### src/rtl/timer_pkg.sv
// timer_pkg: shared definitions for the memory-mapped interval timer.
// Holds the register map, CTRL bit layout, mode encodings and FSM state codes.
package timer_pkg;

    // Word offsets on the CPU bus, taken from address bits [3:2]
    localparam logic [1:0] TMR_CTRL   = 2'd0;
    localparam logic [1:0] TMR_PRESET = 2'd1;
    localparam logic [1:0] TMR_COUNT  = 2'd2;

    // CTRL bit positions; only the low CTRL_BITS bits are stored
    localparam int CTRL_EN       = 0;
    localparam int CTRL_MODE_LSB = 1;
    localparam int CTRL_MODE_MSB = 2;
    localparam int CTRL_IM       = 3;
    localparam int CTRL_BITS     = 4;

    // MODE encodings; the two unused codes fall back to one-shot behaviour
    localparam logic [1:0] MODE_ONESHOT  = 2'b00;
    localparam logic [1:0] MODE_PERIODIC = 2'b01;

    // Timer FSM state codes
    localparam logic [1:0] ST_IDLE = 2'd0;
    localparam logic [1:0] ST_LOAD = 2'd1;
    localparam logic [1:0] ST_CNT  = 2'd2;
    localparam logic [1:0] ST_INT  = 2'd3;

    // True only for the auto-reload mode; every other MODE value acts as one-shot
    function automatic logic isPeriodic(input logic [CTRL_BITS-1:0] ctrl);
        return ctrl[CTRL_MODE_MSB:CTRL_MODE_LSB] == MODE_PERIODIC;
    endfunction

endpackage

### src/rtl/timer_dev.sv
// timer_dev: programmable interval timer on the CPU data bus.
// Software writes PRESET and CTRL, reads CTRL/PRESET/COUNT, and receives a
// level interrupt (gated by CTRL.IM) when the down-counter expires.
// Supports one-shot and periodic auto-reload operation.
import timer_pkg::*;

module timer_dev #(
    parameter int WIDTH = 32
) (
    input  logic             clk,
    input  logic             rst,
    input  logic [1:0]       addr,
    input  logic             we,
    input  logic [WIDTH-1:0] wdata,
    output logic [WIDTH-1:0] rdata,
    output logic             irq
);

    logic [1:0]           state_q,   state_d;
    logic [CTRL_BITS-1:0] ctrl_q,    ctrl_d;
    logic [WIDTH-1:0]     preset_q,  preset_d;
    logic [WIDTH-1:0]     count_q,   count_d;
    logic                 irqFlag_q, irqFlag_d;

    logic ctrlWrite;
    logic presetWrite;

    // Decode the bus write strobes; COUNT and the reserved slot are not writable
    assign ctrlWrite   = we && (addr == TMR_CTRL);
    assign presetWrite = we && (addr == TMR_PRESET);

    // Next-state logic: the FSM proposes an update, then any register write
    // overrides it, forcing IDLE, clearing the flag and leaving count alone
    always_comb begin
        state_d   = state_q;
        ctrl_d    = ctrl_q;
        preset_d  = preset_q;
        count_d   = count_q;
        irqFlag_d = irqFlag_q;

        case (state_q)
            ST_IDLE: begin
                if (ctrl_q[CTRL_EN]) begin
                    state_d = ST_LOAD;
                end
            end
            ST_LOAD: begin
                count_d = preset_q;
                state_d = ST_CNT;
            end
            ST_CNT: begin
                if (!ctrl_q[CTRL_EN]) begin
                    state_d = ST_IDLE;
                end else if (count_q == '0) begin
                    state_d   = ST_INT;
                    irqFlag_d = 1'b1;
                end else begin
                    count_d = count_q - WIDTH'(1);
                end
            end
            ST_INT: begin
                if (isPeriodic(ctrl_q)) begin
                    state_d   = ST_LOAD;
                    irqFlag_d = 1'b0;
                end else begin
                    ctrl_d[CTRL_EN] = 1'b0;
                    state_d         = ST_IDLE;
                end
            end
        endcase

        if (ctrlWrite || presetWrite) begin
            state_d   = ST_IDLE;
            irqFlag_d = 1'b0;
            count_d   = count_q;
            ctrl_d    = ctrl_q;
        end
        if (ctrlWrite) begin
            ctrl_d = wdata[CTRL_BITS-1:0];
        end
        if (presetWrite) begin
            preset_d = wdata;
        end
    end

    // State and register file, cleared immediately when rst falls
    always_ff @(posedge clk or negedge rst) begin
        if (!rst) begin
            state_q   <= ST_IDLE;
            ctrl_q    <= '0;
            preset_q  <= '0;
            count_q   <= '0;
            irqFlag_q <= 1'b0;
        end else begin
            state_q   <= state_d;
            ctrl_q    <= ctrl_d;
            preset_q  <= preset_d;
            count_q   <= count_d;
            irqFlag_q <= irqFlag_d;
        end
    end

    // Combinational read mux; CTRL upper bits and the reserved word read as zero
    always_comb begin
        rdata = '0;
        case (addr)
            TMR_CTRL:   rdata = {{(WIDTH-CTRL_BITS){1'b0}}, ctrl_q};
            TMR_PRESET: rdata = preset_q;
            TMR_COUNT:  rdata = count_q;
            default:    rdata = '0;
        endcase
    end

    assign irq = ctrl_q[CTRL_IM] & irqFlag_q;

endmodule

### config.mk
export PLATFORM = sky130hd
export DESIGN_NAME = timer_dev
export DESIGN_NICKNAME = d
export VERILOG_FILES = /design/src/rtl/timer_pkg.sv /design/src/rtl/timer_dev.sv
export SDC_FILE = /design/constraint.sdc
export NUM_CORES = 1
export LEC_CHECK = 0
export ABC_AREA = 1
export CORE_ASPECT_RATIO = 1.1
export CORE_UTILIZATION = 40
export CTS_BUF_LIST = sky130_fd_sc_hd__clkbuf_8 sky130_fd_sc_hd__clkbuf_16
export CTS_CLUSTER_DIAMETER = 50
export DETAILED_ROUTE_END_ITERATION = 10
export DONT_BUFFER_PORTS = 1
export GPL_TIMING_DRIVEN = 0
export PLACE_DENSITY = 0.61
export SYNTH_ARGS = -nofsm -noshare
export SYNTH_HDL_FRONTEND = slang
export SYNTH_SLANG_ARGS = --single-unit
### constraint.sdc
create_clock -name clk -period 1.75 [get_ports clk]
set_input_delay 0.35 -clock clk [delete_from_list [all_inputs] [get_ports clk]]
set_output_delay 0.35 -clock clk [all_outputs]
set_load 0.02 [all_outputs]
==> run summary, run 1 <==
After detailed routing, the number of remaining DRC violations is 0. The sequential fraction of the synthesis area was 38.8%. The category of the most critical setup path was reg -> out. The tools report the worst-case headroom to the max-slew limit as 53.9%. The first detailed-routing pass took 4 iterations. Entering global routing, the biggest net connects 72 pins. The total overflow left after global routing is 0. After synthesis, the mean cell area works out to 6.54 µm².

In this run the critical register-to-register path is launched from count_q[3]. Top cell family by delay on the critical path: compound AO/OA/AOI/OAI gates. The routed layout has 4882 vias. Number of cells on the worst reg-to-reg path: 11. The root buffer cell is clkbuf_16. The share of the core filled with cells in the final layout is 54.4%, and the average via count per standard cell is 5.36. The die is 114 µm tall. The critical path runs through a total of 2 cells.

The internal power contribution was 5880 µW; the total routed wirelength was 15.3 mm. Leaving out fill and tap cells, the most frequent cells in the layout are nand2_1, inv_1, dfrtp_1. The area added between synthesis and finish works out to 31.4%.

The number of buffer and inverter stages on the critical path works out to 1. The net count of the finished layout was 802; the count of input and output buffers was 0. In this design, the stage delay of the slowest critical-path cell is 550 ps. The H-tree generated during clock tree synthesis spans 3 levels. The cell area that synthesis handed to floorplanning was 4580 µm². Setup violations remaining at the end of the flow were counted as 40. The clock insertion delay at the later pin of the skew report came out at 350 ps. The time the worst path needs with I/O delays and setup was 1830 ps; the register bit total from synthesis was 71.

The total area inside the core boundary comes to 11100 µm². The number of different library cells used by synthesis comes to 29. The run gives 10.2 mm as the detailed placer's ending HPWL. Walking the worst path, the cells encountered are inv_1 > o21ai_0. For the pin with the worst max-slew slack, the measured transition is 684 ps.

The post-route netlist has 27.7% of its cells at a drive strength greater than 1. The worst-case setup margin in the final layout was -80.9 ps. In this run the critical register-to-register path is captured at count_q[21].

At the end of routability-driven placement, the weighted congestion stood at 0.910. For the DRC violation total after the first TritonRoute iteration, the log shows 253. The most common cell after layout, fill and taps aside is nand2_1.

The tools report the worst-case vdd ir drop as 0.688 mV. The average wire per cell in the routed design came out at 16.8 µm. Critical path required time: 1400 ps. The count of inserted antenna diode cells was 0; the net count after synthesis was 743. The overall routing resource usage was 25.8%.

Setup repair after global routing could not meet its margin everywhere. Effective utilization at floorplan: 41.4%. The number of warnings reported in the yosys synthesis log is 0.

The tools report the number of pins with negative max-slew slack in the final report as 0. The flow ran to the end, but the final reports show violations. STA classifies the critical path startpoint as a flop. The critical path data arrival time is 1480 ps. Buffers inserted during clock tree synthesis total 9. The hold violation count in the final report was 71; the initial antenna violation count was 0. Die outline area: 11900 µm². The final reports fail on negative hold slack, negative setup slack. The detail route stage leaves a number of antenna-violating nets equal to 0. After technology mapping, the gate count stands at 701. Of the total power, registers draw 25.6%.

The buffer levels on the longest clock path is 2. The logs give 23.7 mm for the first-pass GRT wire length and 17.2% for the clock share of power. Total power draw: 11000 µW. The width of the die came out at 104 µm.

The endpoint kind of the worst setup timing path was an output port. The leakage dissipation was 0.00299 µW; the max-capacitance violation count was 0. Cell with the largest stage delay on the worst path: o21ai_0. The critical path launch point is count_q[18]. For this run, the top clock speed supported by timing is 546 MHz.

The part of the cycle the worst path needs was 105%; the count of boundary I/O pins was 70. In this run the cell area measured after placement is 4780 µm². For the number of placement rows, the log shows 40.

Summed over all nets, the switching power comes to 5080 µW. Clock-pin slew was measured on the worst setup and hold paths at 60 ps. The largest fanout of any net on the critical path is 5. The power density normalized to cell area came out at 1820 nW/µm².

The tightest min-delay check is of the in -> async type. The filler cells instantiated in the layout total 1068. The number of global-route vias before repair is 4621. The critical path endpoint is rdata[18]. Of the total power, combinational logic draws 57.2%. The clock drives 71 sinks. After routing the design area is 6020 µm². TritonCTS built the clock tree. Setup slack on the worst reg-to-reg path comes out at -30 ps.

In this run switching power makes up 46.3% of total power. The clock arrives with 9.47 ps of skew. The run gives -302 ps as the worst hold-check slack.
-- logic make-up after synthesis --
kind of cell	count (synthesis)	share of synthesized area [%]
adder cells (fa/ha/maj)	5	1.37
AND/OR/NAND/NOR	433	39.5
XOR/XNOR	2	0.382
flip-flops	71	38.8
buffers and inverters	94	8.44
AO/OA/AOI/OAI	96	11.5
-- per-layer routing --
layer,wire length [µm],part of all wire [%],global-route usage (%),vias up
li1,-,-,-,2328
met1,6290,41,32.1,2327
met2,7410,48,42.2,187
met3,1040,6.8,4.84,40
met4,595,3.9,14.8,0
met5,0,0,0,-
-- cell type report --
class / instances / area [µm²] / share of cell area (%)
clock buffer: 11 / 253 / 4.20
multi-input combinational: 537 / 2850 / 47.3
buffer: 24 / 190 / 3.16
tap: 147 / 184 / 3.05
clock inverter: 4 / 45.0 / 0.748
inverter: 70 / 267 / 4.43
timing repair buffer: 47 / 438 / 7.27
sequential: 71 / 1800 / 29.8
-- synthesized netlist by cell type, drive strengths merged --
library cell	n	area share, %
xor2	2	0.38
nor3	2	0.22
nand3b	1	0.16
a21oi	3	0.33
o221ai	2	0.38
nand3	49	5.7
clkbuf	11	0.90
o22ai	9	1.2
inv	68	5.6
nand2	298	25
dfrtp	71	39
ha	5	1.4
o211ai	2	0.33
clkinv	2	0.16
buf	13	1.8
o21ai	80	9.2
nor2	80	7.7
nand4	3	0.41
-- repair_timing --
item	4_1_cts	5_1_grt
endpoints found under the setup margin	65	64
endpoints found under the hold margin	71	71
gates resized for setup	56	123
buffers inserted	27	16
cloned	1	4
pin swaps	4	32
-- worst min path at each step --
stage,endpoint,slack (ps),cells after the start
5_1_grt,preset_q[26],-310,0
4_1_cts,preset_q[26],-310,0
3_5_place_dp,preset_q[26],60,0
6_report,count_q[9],-300,0
3_3_place_gp,preset_q[14],60,0
2_1_floorplan,count_q[0],50,0
-- metrics by stage --
step                      setup slack (ps)  instances  setup TNS, ps
after floorplan                       13.2        701              0
final                                -80.9        911          -1100
after detailed placement              -367        848         -15460
after CTS                             -135        891          -2700
after global routing                  -188        911          -4410
after global placement                -332        848         -12180
-- sequential cells by signal, summed over array words and instances, names as in the netlist --
signal	flops
ctrl_q	4
state_q	2
count_q	32
preset_q	32
irqFlag_q	1
-- power groups by stage --
stage	Combinational [µW]	Sequential (µW)	Clock, µW
global route	6780	2850	1970
global placement	3860	2670	0
CTS	4820	2670	1900
floorplan	3100	2510	0
detailed placement	3950	2680	0
finish	6270	2800	1880
-- worst reg2reg max path, delay by kind of cell (launching register included) --
kind                   cells  cell delay [ps]
buffers and inverters      2              350
DFF                        1              450
and+or+nand+nor            9              920
(Power assumes the default switching activity.)
==> run 2: changes to the inputs <==
Settings changed: DONT_BUFFER_PORTS 1 to unset, PLACE_DENSITY 0.61 to 0.73.
==> run 2 against run 1 <==
The flow still finishes with violations (negative hold slack, negative setup slack). Final cell count is 8.0% higher. Sequential cell count stayed put. Clock skew is 3.7 ps lower. Total power is 1.6% lower. Worst hold slack better by 290 ps. Cell area is 8.0% higher. Fmax is 0.89% lower. Utilization is 4.4 points higher. Via count is 8.2% higher. Combinational power hardly changed. Clock power is 2% lower. Global-route usage is 0.98 points lower. Largest cell class unchanged. Largest power group unchanged.
==> run summary, run 2 (synthesis results as in run 1) <==
The flow ran to the end, but the final reports show violations. The checks that failed: negative hold slack, negative setup slack. The width of the die came out at 104 µm (unchanged).

Most common cell after layout, fill and taps aside: nand2_1. The count of input and output buffers is 69 (+69). The run gives 0 (unchanged) as the initial antenna violation count.

The logs give 24.7% (-0.9 points) for the sequential group share of total power and 0 (unchanged) for the total congestion overflow. The run gives 15.5 mm (+0.83%) as the total routed wirelength. The time the worst path needs with I/O delays and setup was 1850 ps (+16.4 ps). The worst hold path class is in -> async. The tools report the worst hold-check slack as -7.46 ps (+295 ps). The logs give 9.69 mm (-4.5%) for the detailed placer's ending HPWL and 41.4% (unchanged) for the effective utilization at floorplan. The overall routing resource usage came out at 24.8% (-0.98 points). Critical path launch point: count_q[0].

CTS H-tree depth: 3 (unchanged). The die height was 114 µm (unchanged). The kind of start point of the critical path was a flop.

The run gives 5800 µW (-1.4%) as the internal power contribution. In the final layout, the registers with the most flip-flops are count_q: 32 flops, preset_q: 32 flops, ctrl_q: 4 flops. The pin slew with the least headroom to its limit is 393 ps (-292 ps). The most critical setup path has its endpoint at count_q[13]. The maximum number of pins on one net before global-route repair was 72 (unchanged). The worst setup path is captured at a flop. The total clock buffers created by CTS was 9 (unchanged). The critical path data arrival time was 2080 ps (+600 ps); the count of inserted antenna diode cells was 0 (unchanged). The max-capacitance violation count came out at 0 (unchanged). For the core area, the log shows 11100 µm² (unchanged). The clock share of power was 17.0% (-0.2 points). The highest clock rate is 541 MHz (-0.89%). The net switching power of the design is 4990 µW (-1.8%), and the DRC violation total after the first TritonRoute iteration is 490 (+94%). The number of clock sinks seen by CTS was 71 (unchanged). The clock input transition at the sequential cells of the worst setup and hold paths works out to 60 ps (about the same).

The hold violation count in the final report is 1 (-99%). The number of placement rows was 40 (unchanged); the power density normalized to cell area was 1660 nW/µm² (-8.9%). The die outline area was 11900 µm² (unchanged). For this design, the CTS-stage hold fixing added 0 buffers. The run gives -97.3 ps (-16.4 ps) as the worst-case setup margin in the final layout. The number of cells on the worst reg-to-reg path works out to 13 (+2). The tools report the count of boundary I/O pins as 70 (unchanged). In this run the critical register-to-register path is captured at count_q[13]. The logs give 58.3% (+1.1 points) for the power share of the combinational group and 0 (unchanged) for the number of remaining DRC errors. The average wire per cell in the routed design was 15.7 µm (-6.6%). The share of post-route cells with drive strength above 1 was 27.0% (-0.75 points); the slack of the worst reg-to-reg path was -100 ps (-70 ps). The leakage dissipation is 0.00327 µW (+9.3%). For the critical path required time, the log shows 1980 ps (+580 ps). The area growth from synthesis to layout is 41.9%. The tools report the weighted congestion reported at the end of routability-driven placement as 0.956 (+5.1%).

The category of the most critical setup path is reg -> reg. The final antenna-violating net count was 0 (unchanged); the switching power as a share of total power was 46.2% (-0.11 points). The logs give 340 ps (about the same) for the clock insertion delay at the later pin of the skew report and 5280 (+8.2%) for the via count.

The buffer levels on the longest clock path was 2 (unchanged). The clock tree skew after final layout came out at 5.81 ps (-3.66 ps). For the number of pins with negative max-slew slack in the final report, the log shows 0 (unchanged). In this run the critical register-to-register path is launched from count_q[0].

The logs give 4673 (+1.1%) for the number of global-route vias before repair and 874 (+9.0%) for the net count of the finished layout. For the setup slack after placement, the log shows -1260 ps (-889 ps). TritonCTS built the clock tree. The part of the cycle the worst path needs is 106% (+0.94 points). Largest fanout of any net on the critical path: 6 (+1). The count of final setup violators is 28 (-30%), and the first-pass GRT wire length is 23.1 mm (-2.4%). In the layout the commonest cells are nand2_1, dfrtp_1, inv_1. Setup repair after global routing could not meet its margin everywhere. The run gives 73.8% (+20 points) as the worst-case headroom to the max-slew limit. The root buffer cell chosen for the clock tree is clkbuf_16. The tools report the worst-case vdd ir drop as 0.717 mV (+4.2%). The first-pass iteration count of the detailed router is 6 (+2), and the average via count per standard cell is 5.37 (+0.13%).

For the share of the core filled with cells in the final layout, the log shows 58.8% (+4.4 points).
-- run 2: layer usage --
metal | vias to the layer above | part of all wire [%] | track usage, % | wire, µm
met3 | 43 | 9.7 | 4.72 | 1500
li1 | 2480 | - | - | -
met1 | 2445 | 41 | 32.1 | 6280
met4 | 0 | 3.0 | 9.62 | 461
met2 | 312 | 47 | 41.2 | 7220
met5 | - | 0 | 0 | 0
-- run 2: repair_timing --
| action | 4_1_cts | 5_1_grt |
|---|---|---|
| buffers inserted | 29 | 14 |
| resized for setup | 218 | 98 |
| cloned | 4 | 4 |
| endpoints found under the setup margin | 96 | 84 |
| pin swaps | 12 | 21 |
| hold endpoints to repair | 0 | 0 |
-- run 2: through the flow --
step                hold WS (ps)  std cells  area (µm²)  power [µW]  TNS [ps]
global route                55.4        984        6500       11400     -3070
CTS                         37.8        967        6110        9610      -397
finish                     -7.46        984        6500       10800     -1890
detailed placement           391        918        5490        6900    -66730
floorplan                   54.4        701        4590        5600         0
global placement             473        917        5470        6810   -217790
-- run 2: critical path, cell delays in order, from the launching register on --
cell	delay, ps
dfrtp_1	390
inv_2	110
ha_4	170
nand2_4	80
nor2_8	150
nand2_4	60
nor2_4	150
nand2_2	70
nand2_2	80
nor2_4	50
buf_8	150
buf_16	150
nand2_2	60
o21ai_2	50
-- run 2: power groups by stage --
stage / logic (µW) / registers (µW) / clock network [µW]
after global routing: 6730 / 2720 / 1930
after global placement: 4150 / 2660 / 0
after CTS: 5190 / 2580 / 1840
after floorplan: 3100 / 2510 / 0
final: 6280 / 2670 / 1840
after detailed placement: 4230 / 2670 / 0
-- run 2: how the worst min path moves through the flow --
stage | start | endpoint | slack (ps) | cells after the start
3_5_place_dp | rst | irqFlag_q | 390 | 2
2_1_floorplan | rst | count_q[0] | 50 | 0
3_3_place_gp | preset_q[3] | preset_q[3] | 470 | 2
5_1_grt | rst | preset_q[5] | 60 | 2
6_report | rst | irqFlag_q | -7 | 2
4_1_cts | rst | preset_q[12] | 40 | 2
-- run 2: layout make-up --
type                       count  area (µm²)
clock inverter                 6        52.6
tap                          147         184
timing repair buffer         118        1030
clock buffer                  10         239
buffer                        24         221
multi-input combinational    538        2730
sequential                    71        1780
fill                         980        4560
inverter                      70         270
==> run 3: changes to the inputs <==
Settings changed: ABC_AREA 1 to unset, GPL_ROUTABILITY_DRIVEN set to 0.
==> run 3 against run 2 <==
Clock power shrank 16%. Combinational power shrank 24%. Synthesized area is 9.1% lower. Via count shrank 13%. Final cell count down 31%. Utilization up 3.7 points. The flow finishes with violations (negative setup slack). Largest power group unchanged. Non-clock buffer count down 2. Count of clock-buffer cells in the layout unchanged. Clock skew increased by 15 ps. Critical path depth shrank 7.
==> run summary, run 3 <==
The flow ran to the end, but the final reports show violations. The checks that failed: negative setup slack. The cell count after synthesis was 426 (-39%).

The worst hold path belongs to the class in -> async. The count of final setup violators came out at 35 (+25%). The first-pass GRT wire length came out at 22.8 mm (-1.2%).

The logs give -508 ps (-411 ps) for the worst-case setup margin in the final layout and 4619 (-13%) for the via count. The first-pass iteration count of the detailed router is 7 (+1), and the clock tree skew after final layout is 20.6 ps (+14.8 ps). The die height works out to 109 µm (-4.6%). The initial antenna violation count was 0 (unchanged); the multi-input logic area was 2810 µm² (+2.9%).

The total clock buffers created by CTS came out at 9 (unchanged). Sorting the synthesized cells by how often they occur yields dfrtp_1, mux2_2, nand2_1. The net count after synthesis came out at 468 (-37%). The tools report the net count of the finished layout as 592 (-32%).

The run gives 0.00252 µW (-23%) as the leakage dissipation. The number of enable flip-flop cells after synthesis is 0 (unchanged). The core area was 9980 µm² (-9.7%).

The endpoint kind of the worst setup timing path was a flop. The average cell area after synthesis is 9.77 µm² (+50%). The final antenna-violating net count is 0 (unchanged), and the maximum number of pins on one net before global-route repair is 72 (unchanged). The power density normalized to cell area is 1520 nW/µm² (-8.6%), and the number of distinct library cells after synthesis is 63 (+120%). The part of the cycle the worst path needs was 129% (+23 points). The max-capacitance violation count is 0 (unchanged), and the share of the synthesized area in the top cell type is 42.7% (+3.9 points).

The combined area of all synthesized cells came out at 4160 µm² (-9.1%). TritonCTS built the clock tree. Pin slew with the least headroom to its limit: 920 ps (+527 ps). Leaving out fill and tap cells, the most frequent cell in the layout is dfrtp_1. The area growth from synthesis to layout is 49.8%.

The tools report the die outline area as 10800 µm² (-9.0%). Setup repair after global routing could not meet its margin everywhere. The number of pins with negative max-slew slack in the final report was 0 (unchanged); the total congestion overflow was 0 (unchanged). Count of inserted antenna diode cells: 0 (unchanged). Time the worst path needs with I/O delays and setup: 2260 ps (+411 ps). In the synthesized netlist the dominant register cell turns out to be dfrtp_1.

The run gives 38 (-5.0%) as the number of placement rows. The worst-case headroom to the max-slew limit is 38.7% (-35 points), and the highest clock rate is 443 MHz (-18%). Critical path data arrival time: 2520 ps (+440 ps).

The count of input and output buffers was 68 (-1.4%). Fill cell total of the finished layout: 736 (-25%). Among all cell types in the netlist, the one instantiated most often is dfrtp_1. The share of post-route cells with drive strength above 1 was 44.0% (+17 points).

Number of global-route vias before repair: 4277 (-8.5%). The buffer levels on the longest clock path was 2 (unchanged); the sequential fraction of the synthesis area was 42.7% (+3.9 points). For the worst-case vdd ir drop, the log shows 0.698 mV (-2.6%). The register bit total from synthesis was 71 (unchanged).

The setup slack after placement was -1470 ps (-218 ps). Leaving out fill and tap cells, the most frequent cells in the layout are dfrtp_1, buf_4, mux2_2. The run gives 380 ps (+40 ps) as the clock insertion delay at the later pin of the skew report. The total routed wirelength was 16.0 mm (+3.7%).

The effective utilization at floorplan is 41.7% (+0.28 points). STA classifies the critical path startpoint as a flop. The largest registers in the layout are count_q: 32 flops, preset_q: 32 flops, ctrl_q: 4 flops. The average wire per cell in the routed design is 23.8 µm (+51%), and the clock input transition at the sequential cells of the worst setup and hold paths is 80 ps (+20 ps). The cts-stage hold buffer count is 0 (unchanged), and the detailed placer's ending HPWL is 8.90 mm (-8.1%). The average via count per standard cell works out to 6.84 (+28%).

The finished layout cell area is 6240 µm² (-4.1%). The category of the most critical setup path was reg -> reg. The hold violation count in the final report was 0 (-1); the async set-reset flop share out of synthesis was 100% (unchanged).

By area the synthesized netlist is led by dfrtp_1, mux2_2, a22o_1. The largest total area in the synthesized netlist belongs to dfrtp_1. The number of clock sinks seen by CTS is 71 (unchanged). Number of remaining DRC errors: 0 (unchanged).

The run gives 0 (unchanged) as the number of warnings reported in the yosys synthesis log. The post-placement cell area is 5030 µm² (-8.5%), and the overall routing resource usage is 27.8% (+3.0 points). The width of the die was 99.3 µm (-4.6%). For the sequential cell area in the final layout, the log shows 1790 µm² (+0.35%).

The largest fanout of any net on the critical path is 5 (-1), and the DRC violation total after the first TritonRoute iteration is 640 (+31%). The run gives 70 (unchanged) as the count of boundary I/O pins. The critical path required time was 2010 ps (+30 ps). The tools report the root buffer cell as clkbuf_8. For the CTS H-tree depth, the log shows 3 (unchanged).
==> run 3: cell count changes after synthesis, moves of 11 or more <==
| cell | delta |
|---|---|
| o21ai_0 | -54 |
| nand2_1 | -252 |
| a21oi_1 | +21 |
| nand3_1 | -37 |
| nor2_1 | -43 |
| nor4_1 | +15 |
| nor3_1 | +11 |
| mux2_2 | +35 |
| nand2_2 | -14 |
| a22o_1 | +29 |
| inv_1 | -59 |
==> run 3: routing by layer <==
metal	wire [µm]	track usage [%]	vias up
met2	7520	45.3	382
met3	1780	5.19	106
met5	0	0	-
li1	-	-	1907
met4	999	17.6	0
met1	5740	34.0	2224
==> run 3: logic make-up (layout without fill, tap and decap cells) <==
logic type	count (synthesis)	count (layout)	share of synthesized area, %
simple gates	146	146	19.1
compound gates	127	127	22.5
flops	71	71	42.7
mux	41	41	10.9
buf+inv	36	165	3.31
fa+ha+maj	5	5	1.50
==> run 3: final cells by class <==
class,instances,share of cell area [%]
inverters,9,0.562
repair buffers,117,16.0
well taps,120,2.41
clock inverters,6,1.36
multi-input cells,319,45.0
plain buffers,23,3.77
clock buffers,10,2.21
flip-flops and latches,71,28.7
==> run 3: final timing paths <==
kind / startpoint / endpoint / slack (ps) / cells past startpoint
worst max-delay path: count_q[16] / count_q[17] / -510 / 6
worst min-delay path: rst / count_q[12] / 110 / 1
worst max register to register: count_q[16] / count_q[17] / -510 / 6
worst min register to register: ctrl_q[3] / ctrl_q[3] / 540 / 1
max in group asynchronous: rst / ctrl_q[0] / 980 / 1
min in group clk: addr[1] / irqFlag_q / 390 / 3
==> run 3: what timing repair did <==
action                                  in CTS  in global routing
endpoints found under the setup margin     100                 82
cloned                                       0                  2
resized for setup                          236                 82
buffers inserted                            29                 19
pin swaps                                   18                 22
endpoints found under the hold margin        0                  0
==> run 3: stage by stage <==
stage | hold WS, ps | setup TNS, ps | instances | util [%] | total power, µW
floorplan | 54.4 | -8450 | 426 | - | 5000
global placement | 505 | -248800 | 614 | 50.4 | 6110
detailed placement | 522 | -102510 | 614 | 50.4 | 6220
CTS | 166 | -11590 | 657 | 57.6 | 8340
global route | 189 | -15570 | 675 | 62.5 | 9800
finish | 109 | -13870 | 675 | 62.5 | 9460
==> run 3: power by group <==
group,leakage [µW],internal [µW],switching (µW)
Combinational,0.00158,2110,2670
Clock,0.000114,837,705
Sequential,0.000825,2210,926
==> run 3: worst max-delay path, stage by stage, from the launching register on <==
cell and delay [ps]:
dfrtp_2 430, or4_4 580, or3_4 400, nor3_4 220, a21oi_4 150, buf_6 170, a32o_1 200
